$ cat config.mk
export PLATFORM = sky130hd
export DESIGN_NAME = slc3_io_responder
export DESIGN_NICKNAME = d
export VERILOG_FILES = /design/src/rtl/slc3_io_responder.sv
export SDC_FILE = /design/constraint.sdc
export NUM_CORES = 1
export LEC_CHECK = 0
export CORE_ASPECT_RATIO = 0.9
export CORE_MARGIN = 4
export CORE_UTILIZATION = 25
export DETAILED_ROUTE_END_ITERATION = 8
export RECOVER_POWER = 100
export SYNTH_ARGS = -nofsm -noshare
export SYNTH_HDL_FRONTEND = slang
export SYNTH_SLANG_ARGS = --single-unit
$ cat constraint.sdc
create_clock -name Clk -period 3.1 [get_ports Clk]
set_input_delay 0.465 -clock Clk [delete_from_list [all_inputs] [get_ports Clk]]
set_output_delay 0.465 -clock Clk [all_outputs]
set_load 0.005 [all_outputs]
$ cat src/rtl/slc3_io_responder.sv
// Board-side SLC-3 I/O: debounced Run/Continue press pulses (SYNC_STAGES+DEBOUNCE_CYCLES edges), memory-mapped
// switch read (1-cycle registered) / hex register write, and active-low 7-segment decode. No backpressure.
module slc3_io_responder #(
  parameter logic [15:0] IO_ADDR         = 16'hFFFF,
  parameter int          DEBOUNCE_CYCLES = 16,
  parameter int          SYNC_STAGES     = 2
) (
  input  logic        Clk,
  input  logic        Reset,
  input  logic        Run_n,
  input  logic        Continue_n,
  input  logic [9:0]  SW,
  input  logic [15:0] ADDR,
  input  logic [15:0] Data_from_CPU,
  input  logic        OE,
  input  logic        WE,
  output logic [15:0] Data_to_CPU,
  output logic        io_sel,
  output logic        run_pulse,
  output logic        continue_pulse,
  output logic [15:0] hex_reg,
  output logic [6:0]  HEX0,
  output logic [6:0]  HEX1,
  output logic [6:0]  HEX2,
  output logic [6:0]  HEX3
);

  localparam int CW = (DEBOUNCE_CYCLES > 2) ? $clog2(DEBOUNCE_CYCLES) : 1;
  localparam logic [CW-1:0] CNT_MAX = CW'(DEBOUNCE_CYCLES - 1);

  logic [1:0] pin;
  logic [1:0] pulse;

  assign pin            = {Continue_n, Run_n};
  assign run_pulse      = pulse[0];
  assign continue_pulse = pulse[1];

  for (genvar b = 0; b < 2; b++) begin : g_btn
    logic [SYNC_STAGES-1:0] sync_q;
    logic [CW-1:0]          cnt_q;
    logic                   stable_q;
    logic                   pulse_q;
    logic                   s;

    assign s        = sync_q[SYNC_STAGES-1];
    assign pulse[b] = pulse_q;

    // A change is accepted only after s differs from stable for DEBOUNCE_CYCLES consecutive edges.
    always_ff @(posedge Clk) begin
      if (Reset) begin
        sync_q   <= '1;
        cnt_q    <= '0;
        stable_q <= 1'b1;
        pulse_q  <= 1'b0;
      end else begin
        sync_q  <= {sync_q[SYNC_STAGES-2:0], pin[b]};
        pulse_q <= 1'b0;
        if (s == stable_q) begin
          cnt_q <= '0;
        end else if (cnt_q == CNT_MAX) begin
          stable_q <= s;
          cnt_q    <= '0;
          pulse_q  <= ~s;
        end else begin
          cnt_q <= cnt_q + CW'(1);
        end
      end
    end
  end

  assign io_sel = (ADDR == IO_ADDR);

  // Write has priority over read when both strobes are low.
  always_ff @(posedge Clk) begin
    if (Reset) begin
      hex_reg     <= '0;
      Data_to_CPU <= '0;
    end else if (io_sel && !WE) begin
      hex_reg <= Data_from_CPU;
    end else if (io_sel && !OE) begin
      Data_to_CPU <= {6'b0, SW};
    end
  end

  function automatic logic [6:0] seg7(input logic [3:0] n);
    logic [6:0] seg;
    case (n)
      4'h0: seg = 7'h40;
      4'h1: seg = 7'h79;
      4'h2: seg = 7'h24;
      4'h3: seg = 7'h30;
      4'h4: seg = 7'h19;
      4'h5: seg = 7'h12;
      4'h6: seg = 7'h02;
      4'h7: seg = 7'h78;
      4'h8: seg = 7'h00;
      4'h9: seg = 7'h10;
      4'hA: seg = 7'h08;
      4'hB: seg = 7'h03;
      4'hC: seg = 7'h46;
      4'hD: seg = 7'h21;
      4'hE: seg = 7'h06;
      default: seg = 7'h0E;
    endcase
    return seg;
  endfunction

  assign HEX0 = seg7(hex_reg[3:0]);
  assign HEX1 = seg7(hex_reg[7:4]);
  assign HEX2 = seg7(hex_reg[11:8]);
  assign HEX3 = seg7(hex_reg[15:12]);

endmodule
==> flow_metrics.env, run 1 <==
export IMPL_status="complete, no violations"
export IMPL_synthAdderAreaFrac_pct=8.76
export IMPL_clk_latency_ns=0.34
export IMPL_synth_edf_count=0
export IMPL_clock_skew_ns=0.00749
export IMPL_wirelength_mm=11.5
export IMPL_root_buffer="clkbuf_16"
export IMPL_synth_compound_area_share_pct=17.5
export IMPL_globalRouteOverflowTotal=0
export IMPL_cp_end_kind="primary output"
export IMPL_postCtsSetupBuffers=0
export IMPL_nets=638
export IMPL_hold_buffers=0
export IMPL_routabilityCongestion=0.892
export IMPL_reg2reg_from="hex_reg[12]"
export IMPL_cp_arrival_ns=2.52
export IMPL_ys_dominant_reg_cell="dfxtp_1"
export IMPL_drive_above_1_share_pct=11.6
export IMPL_yosysMostFrequentCell="dfxtp_1"
export IMPL_io_buffers=104
export IMPL_max_vdd_ir_drop_mv=0.247
export IMPL_synth_area_top_cells="dfxtp_1, ha_1, mux2i_1"
export IMPL_synth_area_um2=3710
export IMPL_hold_end="g_btn[1].sync_q[1]"
export IMPL_holdPathStages=1
export IMPL_async_flop_share_pct=0
export IMPL_grt_max_degree=36
export IMPL_clk_pin_slew_worst_paths_ns=0.05
export IMPL_syn_area_per_cell_um2=8.70
export IMPL_cp_required_ns=2.63
export IMPL_cts_sinks=70
export IMPL_cts_made_buffers=9
export IMPL_antenna_left=0
export IMPL_synthCells=427
export IMPL_start_util_pct=26.0
export IMPL_synthTopCellsByCount="dfxtp_1, nand2_1, a21oi_1, inv_1, ha_1"
export IMPL_finalCritPeriodShare_pct=96.4
export IMPL_ys_types=58
export IMPL_start_kind="input port"
export IMPL_yosysTopAreaCell="dfxtp_1"
export IMPL_drt_pre_antenna_iters=5
export IMPL_antenna_found_initial=0
export IMPL_placed_area_um2=5180
export IMPL_hp_class="register to register"
export IMPL_fin_area_um2=5440
export IMPL_p_leak_nw=2.34
export IMPL_dp_final_hpwl_mm=8.73
export IMPL_cp_slowest_cell="dlygate4sd3_1"
export IMPL_drv_cap=0
export IMPL_slew_violations=0
export IMPL_hold_start="g_btn[1].sync_q[0]"
export IMPL_vias_per_cell=4.80
export IMPL_ys_seq_area_share_pct=37.7
export IMPL_drc_errors=0
export IMPL_setup_violations=0
export IMPL_rsz0062_at_grt="no"
export IMPL_crit_path_max_fanout=8
export IMPL_path_cells="clkdlybuf4s50_1 -> nand4_1 -> or4_4 -> inv_1 -> buf_4 -> dlygate4sd3_1"
export IMPL_die_x_um=136
export IMPL_rrSetupSlack_ns=1.23
export IMPL_crit_start="ADDR[10]"
export IMPL_core_rowCount=41
export IMPL_muxShareOfSynthArea_pct=6.53
export IMPL_cts_buffer_depth=2
export IMPL_synthSimpleGateAreaFrac_pct=21.1
export IMPL_worst_slew_pin_slew_ns=0.873
export IMPL_critPathKind="input port to primary output"
export IMPL_synth_top_family_by_area="simple AND/OR/NAND/NOR gates"
export IMPL_cts_tree="yes"
export IMPL_ys_ff_latch=70
export IMPL_grt_first_pass_wirelength_mm=18.3
export IMPL_largest_reg_flops=16
export IMPL_grt_pass1_vias=3601
export IMPL_power_density_nw_per_um2=381
export IMPL_synth_top_cell_area_share_pct=37.7
export IMPL_die_area_um2=16900
export IMPL_drt_iter0_drc=199
export IMPL_yosysWarnings=0
export IMPL_max_freq_mhz=334
export IMPL_die_h_um=124
export IMPL_num_vias=3659
export IMPL_hold_violations=0
export IMPL_cts_resized=0
export IMPL_area_growth_pct=46.4
export IMPL_io_pins=111
export IMPL_synth_xor_area_share_pct=1.41
export IMPL_postLayoutCoreUtil_pct=38.0
export IMPL_layout_min_cycle_time_ns=2.99
export IMPL_grt_usage_pct=13.9
export IMPL_htreeDepth=3
export IMPL_wl_per_cell_um=15.1
export IMPL_relSlewSlack_pct=41.8
export IMPL_r2r_cells=7
export IMPL_core_area_um2=14300
export IMPL_diodes=0
export IMPL_crit_path_max_incr_delay_ns=0.59
export IMPL_reg2reg_to="HEX3[6]"
## layout by cell type, fill, tap and decap left out, types with 4 or more instances in the layout
cell             instances
o2bb2ai_1                4
and3_1                   7
inv_1                   27
o21ai_0                 11
xnor2_1                  4
nand3_1                 23
clkbuf_4                 4
a31oi_1                  8
o22ai_1                  5
or2_2                    8
mux2i_1                 22
a22o_1                  10
nor4b_1                  5
clkbuf_16                9
nor2b_1                  9
clkdlybuf4s50_1         46
ha_1                    26
nand2_1                 36
dlygate4sd3_1           57
nor2_1                  23
conb_1                   6
clkbuf_1                 9
dfxtp_1                 70
a21oi_1                 32
nand4_1                 10
nor3_1                  12
buf_4                   31
## layout make-up
type,count,area [um^2]
Fill cell,1443,8870
Multi-Input combinational cell,308,2060
Sequential cell,70,1400
Timing Repair Buffer,147,1330
Tap cell,193,241
Clock buffer,10,229
Inverter,28,105
Clock inverter,6,70.1
## cell families after synthesis
family / count (synthesis)
other: 1
xor gates and xnor gates: 6
adders and majority gates: 26
buffers and inverters: 54
muxes: 24
and+or+nand+nor: 151
DFF: 70
AOI/OAI and AO/OA: 95
## worst max-delay path, delay by kind of cell
family / cells / cell delay [ns]
buffers and inverters: 4 / 1.38
AND/OR/NAND/NOR: 2 / 0.66
## layer usage
| layer | part of all wire (%) | global-route usage, % |
|---|---|---|
| met3 | 6.6 | 4.32 |
| met4 | 1.5 | 4.53 |
| met1 | 44 | 17.0 |
| met2 | 48 | 23.2 |
| met5 | 0 | 0 |
## how the worst max path moves through the flow
| stage | cells after the start | slack [ns] | to |
|---|---|---|---|
| after floorplan | 14 | 0.14 | HEX2[4] |
| after global placement | 11 | -0.12 | HEX1[3] |
| after detailed placement | 11 | -0.14 | HEX1[3] |
| after CTS | 6 | 0.15 | io_sel |
| after global routing | 6 | 0.05 | io_sel |
| final | 6 | 0.11 | io_sel |
## metrics by stage
| stage | hold WS [ns] | setup slack [ns] | setup TNS [ns] | power (mW) | cells |
|---|---|---|---|---|---|
| floorplan | 0.389 | 0.141 | 0 | 0.965 | 432 |
| global placement | 0.400 | -0.123 | -0.262 | 1.04 | 746 |
| detailed placement | 0.395 | -0.141 | -0.413 | 1.04 | 746 |
| CTS | 0.419 | 0.150 | 0 | 2.12 | 762 |
| global route | 0.440 | 0.0468 | 0 | 2.16 | 762 |
| finish | 0.412 | 0.110 | 0 | 2.07 | 762 |
## power by group
group	leakage, nW	switching (mW)	total (mW)	internal (mW)
logic	1.63	0.0556	0.120	0.0643
clock network	0.147	0.418	1.05	0.630
registers	0.565	0.00200	0.905	0.903
No activity file was read; power rests on OpenSTA's default activity.
==> inputs of run 2 (changes only) <==
- clock period: 3.1 -> 2.55 ns (I/O delays scaled with it)
==> flow_metrics.env, run 2 (synthesis gave the netlist of run 1 again) <==
export IMPL_antenna_left=0
export IMPL_hold_end="g_btn[1].sync_q[1]"
export IMPL_grt_max_degree=25
export IMPL_power_density_nw_per_um2=421
export IMPL_io_buffers=104
export IMPL_final_cell_mix="dfxtp_1, buf_4, dlygate4sd3_1"
export IMPL_cp_required_ns=2.81
export IMPL_critPathKind="input port to register"
export IMPL_dp_cells=760
export IMPL_antenna_found_initial=0
export IMPL_dp_final_hpwl_mm=8.98
export IMPL_drc_errors=0
export IMPL_drt_iter0_drc=167
export IMPL_drt_pre_antenna_iters=5
export IMPL_fin_area_um2=5990
export IMPL_postLayoutCoreUtil_pct=41.8
export IMPL_globalRouteOverflowTotal=0
export IMPL_htreeDepth=3
export IMPL_status="complete, no violations"
export IMPL_worst_slew_pin_slew_ns=0.920
export IMPL_finalCritPeriodShare_pct=95.8
export IMPL_routabilityCongestion=0.887
export IMPL_path_buf_inv=2
export IMPL_mostFrequentLayoutCell="dfxtp_1"
export IMPL_reg2reg_from="hex_reg[4]"
export IMPL_vias_per_cell=4.76
export IMPL_cts_tree="yes"
export IMPL_crit_path_max_incr_delay_ns=0.60
export IMPL_regArea_um2=1400
export IMPL_clk_latency_ns=0.34
export IMPL_die_area_um2=16900
export IMPL_nets=665
export IMPL_clock_skew_ns=0.00549
export IMPL_grt_first_pass_wirelength_mm=18.4
export IMPL_wirelength_mm=11.8
export IMPL_reg2reg_to="HEX1[5]"
export IMPL_grt_usage_pct=13.9
export IMPL_cp_end_kind="register"
export IMPL_area_growth_pct=61.2
export IMPL_cp_slowest_cell="or4_4"
export IMPL_setup_violations=0
export IMPL_grt_pass1_vias=3750
export IMPL_path_cells="dlygate4sd2_1 -> nand4_1 -> or4_4 -> nor2_4 -> buf_6 -> nand2_4 -> a21oi_4 -> ha_4 -> mux2i_1 -> o21ai_1 -> o31ai_4 -> o22ai_2"
export IMPL_rrSetupSlack_ns=0.91
export IMPL_multiInputGateArea_um2=2340
export IMPL_die_h_um=124
export IMPL_cp_arrival_ns=2.71
export IMPL_relSlewSlack_pct=38.7
export IMPL_clk_pin_slew_worst_paths_ns=0.06
export IMPL_num_vias=3755
export IMPL_wl_per_cell_um=15.0
export IMPL_io_pins=111
export IMPL_crit_path_max_fanout=7
export IMPL_drv_cap=0
export IMPL_hold_start="g_btn[1].sync_q[0]"
export IMPL_start_kind="input port"
export IMPL_r2r_cells=7
export IMPL_critical_path_top_delay_family="simple AND/OR/NAND/NOR gates"
export IMPL_hp_class="register to register"
export IMPL_layout_min_cycle_time_ns=2.44
export IMPL_cts_made_buffers=9
export IMPL_cts_buffer_depth=2
export IMPL_die_x_um=136
export IMPL_largest_reg_flops=16
export IMPL_p_leak_nw=2.61
export IMPL_holdWs_ns=0.408
export IMPL_cts_sinks=70
export IMPL_hold_violations=0
export IMPL_placed_area_um2=5410
export IMPL_setup_tns_ns=0
export IMPL_drive_above_1_share_pct=23.8
export IMPL_max_vdd_ir_drop_mv=0.303
export IMPL_core_rowCount=41
export IMPL_start_util_pct=26.0
export IMPL_max_freq_mhz=409
export IMPL_core_area_um2=14300
export IMPL_diodes=0
export IMPL_fin_cells=789
export IMPL_slew_violations=0
export IMPL_holdPathStages=1
export IMPL_fillers=1369
export IMPL_root_buffer="clkbuf_16"
[run 2: cell type report]
cell class	count	share of cell area, %
inverter	28	1.88
timing repair buffer	174	26.6
sequential	70	23.4
multi-input combinational	308	39.1
tap	193	4.03
clock inverter	6	1.17
clock buffer	10	3.82
[run 2: what timing repair did]
item                       in CTS  in global routing
resized for setup              36                 25
buffers inserted                7                  6
pin swaps                      15                 13
setup endpoints to repair      29                 27
hold buffers                    0                  0
[run 2: power breakdown]
part	internal (mW)	switching, mW
clock	0.764	0.503
combinational	0.0771	0.0755
sequential	1.10	0.00233
[run 2: metrics by stage]
| step | worst slack (ns) | power (mW) |
|---|---|---|
| after CTS | -0.00853 | 2.55 |
| after detailed placement | -0.581 | 1.28 |
| after floorplan | -0.114 | 1.17 |
| after global routing | -0.00133 | 2.61 |
| after global placement | -0.537 | 1.28 |
| final | 0.107 | 2.52 |
[run 2: routing by layer]
layer	part of all wire [%]	GRT usage, %
met1	43	17.0
met2	49	23.2
met3	5.4	3.55
met4	2.3	6.05
met5	0	0
[run 2: how the worst max path moves through the flow]
stage / from / end / slack, ns / depth (start not counted)
after floorplan: ADDR[4] / HEX3[5] / -0.11 / 13
after global placement: ADDR[4] / HEX1[3] / -0.54 / 13
after detailed placement: ADDR[7] / HEX3[0] / -0.58 / 12
after CTS: ADDR[15] / HEX2[4] / -0.009 / 13
after global routing: ADDR[11] / HEX2[4] / -0.001 / 12
final: ADDR[11] / HEX2[4] / 0.11 / 12
